### src/rtl/l2_dbg_rptr_arb.sv
// l2_dbg_rptr_arb: L2 debug-bus repeater/arbiter.
// Merges NCH source debug buses (data + valid in MSB) onto one pipelined,
// registered debug output with fixed-priority or round-robin selection and
// a trigger/post-count freeze that holds the last captured sample.
//
// Ports:
//   rclk, rst       clock, asynchronous active-high reset
//   dbgbus_in       NCH packed channels of {valid, data[W-1:0]}
//   mode_rr         0 = fixed priority (lowest index), 1 = round robin
//   trig            trigger strobe
//   post_cnt        samples admitted after the trigger sample
//   rearm           return to ARMED and resume capture
//   l2_dbgbus_out   selected data (last pipeline stage)
//   enable_out      selected sample valid
//   src_id          index of the granted channel
//   frozen          capture stopped
module l2_dbg_rptr_arb #(
  parameter int unsigned W      = 40,
  parameter int unsigned NCH    = 4,
  parameter int unsigned STAGES = 2,
  parameter int unsigned POST_W = 8,
  parameter int unsigned SEL_W  = 2
) (
  input  logic                   rclk,
  input  logic                   rst,
  input  logic [NCH*(W+1)-1:0]   dbgbus_in,
  input  logic                   mode_rr,
  input  logic                   trig,
  input  logic [POST_W-1:0]      post_cnt,
  input  logic                   rearm,
  output logic [W-1:0]           l2_dbgbus_out,
  output logic                   enable_out,
  output logic [SEL_W-1:0]       src_id,
  output logic                   frozen
);

  // Pipeline word layout: {valid, src_id, data}
  localparam int unsigned PW = 1 + SEL_W + W;

  typedef enum logic [1:0] {
    ARMED  = 2'd0,
    POST   = 2'd1,
    FROZEN = 2'd2
  } state_t;

  state_t              state_q, state_d;
  logic [POST_W-1:0]   cnt_q, cnt_d;
  logic                admit_c;
  logic [SEL_W-1:0]    ptr_q;

  logic [W:0]          ch_c [NCH];
  logic [NCH-1:0]      ch_valid_c;
  logic [SEL_W-1:0]    grant_c;
  logic                hit_c;
  logic [W-1:0]        sel_data_c;
  logic [PW-1:0]       stage0_d;
  logic [PW-1:0]       pipe_q [STAGES];

  // Unpack channel fields
  always_comb begin
    for (int unsigned i = 0; i < NCH; i++) begin
      ch_c[i]       = dbgbus_in[i*(W+1) +: (W+1)];
      ch_valid_c[i] = ch_c[i][W];
    end
  end

  // Arbiter: lowest valid index, or first valid at/after ptr with wrap
  always_comb begin : arb
    int unsigned idx;
    grant_c = '0;
    hit_c   = 1'b0;
    idx     = 0;
    if (mode_rr) begin
      for (int unsigned off = 0; off < NCH; off++) begin
        idx = 32'(ptr_q) + off;
        if (idx >= NCH) idx = idx - NCH;
        if (!hit_c && ch_valid_c[SEL_W'(idx)]) begin
          hit_c   = 1'b1;
          grant_c = SEL_W'(idx);
        end
      end
    end else begin
      for (int i = int'(NCH) - 1; i >= 0; i--) begin
        if (ch_valid_c[SEL_W'(i)]) begin
          hit_c   = 1'b1;
          grant_c = SEL_W'(i);
        end
      end
    end
  end

  assign sel_data_c = hit_c ? ch_c[grant_c][W-1:0] : '0;

  // Frozen stage 0 recirculates so the held sample drains to the pins
  assign stage0_d = admit_c ? {hit_c, grant_c, sel_data_c} : pipe_q[0];

  // Capture FSM next-state; rearm overrides trig and any state
  always_comb begin
    state_d = state_q;
    cnt_d   = cnt_q;
    admit_c = 1'b1;
    if (rearm) begin
      state_d = ARMED;
      cnt_d   = '0;
    end else begin
      case (state_q)
        ARMED: begin
          if (trig) begin
            cnt_d   = post_cnt;
            state_d = (post_cnt == '0) ? FROZEN : POST;
          end
        end
        POST: begin
          cnt_d = cnt_q - POST_W'(1);
          if (cnt_q <= POST_W'(1)) begin
            cnt_d   = '0;
            state_d = FROZEN;
          end
        end
        FROZEN: begin
          admit_c = 1'b0;
        end
        default: begin
          state_d = ARMED;
          cnt_d   = '0;
        end
      endcase
    end
  end

  // FSM state, counter, registered frozen flag
  always_ff @(posedge rclk or posedge rst) begin
    if (rst) begin
      state_q <= ARMED;
      cnt_q   <= '0;
      frozen  <= 1'b0;
    end else begin
      state_q <= state_d;
      cnt_q   <= cnt_d;
      frozen  <= (state_d == FROZEN);
    end
  end

  // Round-robin pointer advances past each admitted grant
  always_ff @(posedge rclk or posedge rst) begin
    if (rst) begin
      ptr_q <= '0;
    end else if (admit_c && mode_rr && hit_c) begin
      if (grant_c == SEL_W'(NCH - 1)) ptr_q <= '0;
      else                            ptr_q <= grant_c + SEL_W'(1);
    end
  end

  // Output pipeline
  always_ff @(posedge rclk or posedge rst) begin
    if (rst) begin
      for (int unsigned k = 0; k < STAGES; k++) pipe_q[k] <= '0;
    end else begin
      pipe_q[0] <= stage0_d;
      for (int unsigned k = 1; k < STAGES; k++) pipe_q[k] <= pipe_q[k-1];
    end
  end

  assign l2_dbgbus_out = pipe_q[STAGES-1][W-1:0];
  assign src_id        = pipe_q[STAGES-1][W +: SEL_W];
  assign enable_out    = pipe_q[STAGES-1][PW-1];

endmodule

### config.mk
export PLATFORM = sky130hd
export DESIGN_NAME = l2_dbg_rptr_arb
export DESIGN_NICKNAME = d
export VERILOG_FILES = /design/src/rtl/l2_dbg_rptr_arb.sv
export SDC_FILE = /design/constraint.sdc
export NUM_CORES = 1
export LEC_CHECK = 0
export CAP_MARGIN = 20
export CORE_ASPECT_RATIO = 1.75
export CORE_UTILIZATION = 38
export DETAILED_ROUTE_END_ITERATION = 12
export PLACE_DENSITY = 0.77
export SLEW_MARGIN = 0
export SYNTH_ARGS = -nofsm -noshare
export SYNTH_HDL_FRONTEND = slang
export SYNTH_SLANG_ARGS = --single-unit
### constraint.sdc
create_clock -name rclk -period 2.6 [get_ports rclk]
set_input_delay 0.26 -clock rclk [delete_from_list [all_inputs] [get_ports rclk]]
set_output_delay 0.26 -clock rclk [all_outputs]
set_load 0.01 [all_outputs]
== After elaboration in Yosys (flattened, before gate mapping) ==
Index checks and enable logic that the tools add are counted.
Widths: inputs -> output; s select.

* Register bits after elaboration: 99
* Output and inout port bits: 44
* Word-level logic and storage cells: 92

* Add/sub/neg operators: 9
* Magnitude comparators: 10
* Equal/unequal tests: 6
* Mux-type cells: 49
* Bitwise logic cells: 1
* Reductions and logical operators: 11

{| class="wikitable"
|+ Operators with widths
! operator !! count
|-
| $mux 40 || 3
|-
| $bmux 41 s2 || 1
|-
| $mux 2 || 20
|-
| $mux 8 || 3
|-
| $pmux 8 s3 || 1
|-
| $mux 1 || 16
|-
| $ge 3x3->1 const B || 4
|-
| $lt 2x3->1 const B || 4
|-
| $bmux 1 s2 || 4
|-
| $le 8x1->1 const B || 1
|-
| $logic_not 8->1 || 1
|-
| $sub 2x1->2 const B || 4
|-
| $sub 8x1->8 const B || 1
|-
| $add 2x2->3 const B || 2
|-
| $eq 2x2->1 const B || 3
|-
| $pmux 2 s3 || 1
|-
| $logic_and 1x1->1 || 5
|-
| $add 2x1->3 const B || 1
|-
| $ge 2x3->1 const B || 1
|-
| $logic_not 1->1 || 3
|-
| $ne 3x3->1 const B || 1
|-
| $not 2->3 || 1
|-
| $add 2x1->2 const B || 1
|-
| $eq 2x1->1 const B || 1
|-
| other kinds (3) || 3
|}

== Depth between registers and ports, before layout ==
Gate-level depths: netlist of the first run.

* Depth in word-level cells: 24
* Gate-level depth with buffers: 8
* Depth with buffers taken out: 7

== Worst setup path after synthesis of the first run ==
OpenSTA, ideal clock, no wires.

* Path type: flip-flop to flip-flop
* From: register cnt_q[3]
* To: register cnt_q[2]
* Library setup time: 132 ps
* Data arrival time: 1,763 ps
* Data required time: 2,468 ps
* Setup slack: 706 ps
* Stages on the path, launching flop included: 7
* Path buffers: 1
* Cells stage by stage: dfrtp_1 -> or4_4 -> o41ai_4 -> buf_6 -> o21ai_1 -> a22oi_1 -> nor2_1

* Word-level cells in the longest chain between the ends: 4

{| class="wikitable"
|+ RTL lines
! element !! RTL line !! source
|-
| from (decl) || 47 || <nowiki>logic [POST_W-1:0] cnt_q, cnt_d;</nowiki>
|-
| from (signal assigned) || 139 || <nowiki>cnt_q <= cnt_d;</nowiki>
|-
| $le 8x1->1 || 115 || <nowiki>if (cnt_q <= POST_W'(1)) begin</nowiki>
|-
| $mux 8 || 115 ||
|-
| $pmux 8 s3 || 106 || <nowiki>case (state_q)</nowiki>
|-
| $mux 8 || 102 || <nowiki>if (rearm) begin</nowiki>
|}

Every way passes these cells.
A chain may end at the register's enable or synchronous reset.

== Final worst setup path of the first run ==
* From: register cnt_q[3]
* To: register cnt_q[5]

* Word-level cells in the longest chain between the ends: 4
* Elaborated cells between the ends (all ways): 5

{| class="wikitable"
|+ RTL lines
! element !! RTL line
|-
| $sub 8x1->8 or $le 8x1->1 (tied branches) || 114, 115
|-
| $mux 8 (*) || 115
|-
| $pmux 8 s3 (*) || 106
|-
| $mux 8 (*) || 102
|}

Mark *: on every way between the ends. The rest lies on a longest branch, timed or not.

==> run summary, run 1 <==
================================================================================
CP cell instances                                                   or4_4, o41ai_4, o21ai_0, a22oi_1, nor2_1
Kind of start point of the critical path                               flip-flop
Crit. End Element                                                      flip-flop
WP buf/inv                                                                     0
Required time worst endpoint                                             2820 ps
Async set-or-reset flop fraction in the synthesized netlist                 1.00
Maximum Capacitance Violations                                                 0
Post-synth EDFFs                                                               0
Number of endpoints failing setup at the final stage                           0
Leakage power                                                            3.07 nW
Placement-stage cell area                                               7000 µm²
Worst skew pair latency                                                   340 ps
Total I/O pin count                                                          221
Final max-slew violation count                                                 0
RSZ-0062 raised after global routing                                          no
DR DRC count                                                                   0
Die outline width                                                        87.8 µm
Final wirelength                                                        13100 µm
FMAX                                                                     441 MHz
Final net count                                                              797
HP Class                                                            input pin to asynchronous set/reset pin
Leading cell type in the layout, fill and taps excluded             sky130_fd_sc_hd__clkdlybuf4s50_1
Floorplan die height                                                      152 µm
Floorplan row count                                                           54
Library cell used as clock root buffer                              sky130_fd_sc_hd__clkbuf_16
Netlist Area Pre-Place                                                  4890 µm²
Critical path start-end classification                              flip-flop to flip-flop
Top_reg_cell synth                                                  sky130_fd_sc_hd__dfrtp_1
Minimum clock period after layout                                        2270 ps
Cell count after synthesis                                                   445
Full die area                                                          13400 µm²
Ratio of routed vias to standard cells                                      5.14
Routed Antenna Nets                                                            0
Warnings, synthesis                                                            0
Overflow left after global routing                                             0
Fraction of final layout cells with drive strength greater than 1         0.0531
Overall routing resource usage                                             0.199
Pwr Density                                                           753 nW/µm²
Drt first pass iters                                                           4
Antenna cell count                                                             0
Slowest stage cell, crit path                                       sky130_fd_sc_hd__o41ai_4
Post_cts resized                                                               0
Number of nets produced by synthesis                                         624
Hold buffers post-CTS                                                          0
Finished Cell Area                                                      7300 µm²
Area growth from synthesis to layout                                       49.1%
Critical Path Fanout Max                                                      11
Clock transition at the registers of the reported paths                    70 ps
Placer's final routability congestion estimate                             0.874
Final worst path period share                                              0.872
Initial DRC Count                                                            150
Clk_skew                                                                 8.36 ps
Largest incremental delay on the critical path                            640 ps
Number of library cell types mapped by synthesis                              38
CTS sink cnt                                                                  99
Flip-flop and latch count after synthesis                                     99
Actual slew at the worst max-slew pin                                     657 ps
CORE AREA                                                              12500 µm²
Number of vias in the routed layout                                         4061
# Post-CTS Setup Buffers                                                       0
Relative max-transition margin                                             0.560
Count of H-tree levels built during CTS                                        3
Arr. time, crit path                                                     2490 ps
Final HPWL DP                                                           10000 µm
Initial antenna violation count                                                0
Average size of a mapped cell                                           11.0 µm²
Largest net degree at the start of global routing                             47
Routed wire length per instance                                          16.5 µm
Global-route wire length before repair                                  20400 µm
Top library cells by usage in the layout, fill and taps aside       sky130_fd_sc_hd__clkdlybuf4s50_1, sky130_fd_sc_hd__dfrtp_1, sky130_fd_sc_hd__mux2i_1, sky130_fd_sc_hd__nand2_1, sky130_fd_sc_hd__o221ai_1
Initial cell density of the core                                           0.392
TritonCTS Buffers                                                              9
Delay-heaviest family, CP                                           compound AO/OA/AOI/OAI gates
Setup Total Neg Slack                                                       0 ps
Share of the yosys chip area belonging to registers                        0.506
Number of endpoints with negative hold slack in the final report               0
TritonCTS clock tree                                                         yes
Bufs on Longest Clock Path                                                     2
Vias in the first global route                                              4288
Run status                                                          finished clean
Quantity of I/O buffers inserted on ports                                    220
Worst IR Drop VDD                                                       0.315 mV
================================================================================
[per-stage QoR]
step	power [mW]	setup slack, ps	util	instances	hold slack, ps
6_report	5.50	333	0.584	790	364
5_1_grt	5.79	233	0.584	790	383
4_1_cts	5.56	338	0.584	790	368
3_5_place_dp	4.22	170	0.560	775	358
3_3_place_gp	4.14	292	0.560	775	359
2_1_floorplan	3.51	706	-	445	323
[final timing paths]
check,cells after the start,start,end,slack [ps]
setup reg to reg,5,cnt_q[3],cnt_q[5],330
setup / recovery,5,cnt_q[3],cnt_q[5],330
hold reg to reg,0,pipe_q[47],l2_dbgbus_out[4],370
min in group rclk,0,pipe_q[47],l2_dbgbus_out[4],370
hold / removal,2,rst,src_id[0],360
max in group asynchronous,3,rst,l2_dbgbus_out[0],1590
[layout make-up]
cell class | instances | area (µm²)
Sequential cell | 99 | 2480
Clock buffer | 10 | 239
Tap cell | 168 | 210
Inverter | 5 | 22.5
Multi-Input combinational cell | 272 | 1950
Clock inverter | 5 | 63.8
Fill cell | 1058 | 5200
Timing Repair Buffer | 231 | 2330
[layer usage]
layer	wire length, µm	part of all wire	global-route usage	vias to the layer above
met2	7220	0.55	0.370	183
met3	840	0.064	0.0379	32
met5	0	0	0	-
li1	-	-	-	1909
met1	4530	0.35	0.202	1937
met4	466	0.036	0.0984	0
[registers in the layout, indices dropped and copies added, names as in the netlist]
register,flops
pipe_q,43
state_q,2
ptr_q,2
cnt_q,8
src_id,2
enable_out,1
l2_dbgbus_out,40
frozen,1
[report_power, final]
| part | leakage, nW | internal (mW) | switching (mW) | total, mW |
|---|---|---|---|---|
| Sequential | 1.19 | 1.98 | 0.221 | 2.21 |
| Combinational | 1.73 | 1.08 | 0.880 | 1.96 |
| Clock | 0.145 | 0.771 | 0.556 | 1.33 |
[kinds of logic after synthesis]
family	count (synthesis)	synth area share
and+or+nand+nor	109	0.0997
DFF	99	0.506
muxes	82	0.168
AOI/OAI and AO/OA	78	0.123
buffers and inverters	74	0.0966
adders and majority gates	2	0.00511
xor gates and xnor gates	1	0.00179
[cell usage after synthesis, drive strengths merged (2+ instances only)]
library cell	instances	area (µm²)
o221ai	41	359
nor2	19	71.3
nor3	4	20.0
inv	5	18.8
o31ai	2	15.0
or4	2	18.8
clkbuf	16	60.1
o41ai	2	36.3
ha	2	25.0
a21oi	8	40.0
nand3	4	20.0
buf	53	394
nand2	58	218
nor2b	8	50.1
nor4	5	31.3
dfrtp	99	2480
o21ai	15	75.1
a22oi	3	22.5
mux2i	81	811
o211ai	2	15.0
nand2b	4	25.0
Power figures use the tool's default switching activity.
==> run 2, diff against run 1 <==
--- a/config.mk
+++ b/config.mk
@@ -9,6 +9,7 @@
 export CORE_ASPECT_RATIO = 1.75
 export CORE_UTILIZATION = 38
 export DETAILED_ROUTE_END_ITERATION = 12
+export GPL_ROUTABILITY_DRIVEN = 1
 export PLACE_DENSITY = 0.77
 export SLEW_MARGIN = 0
 export SYNTH_ARGS = -nofsm -noshare
==> results of run 2 <==
Same layout as run 1: the final DEF is identical, and so are final timing and power.
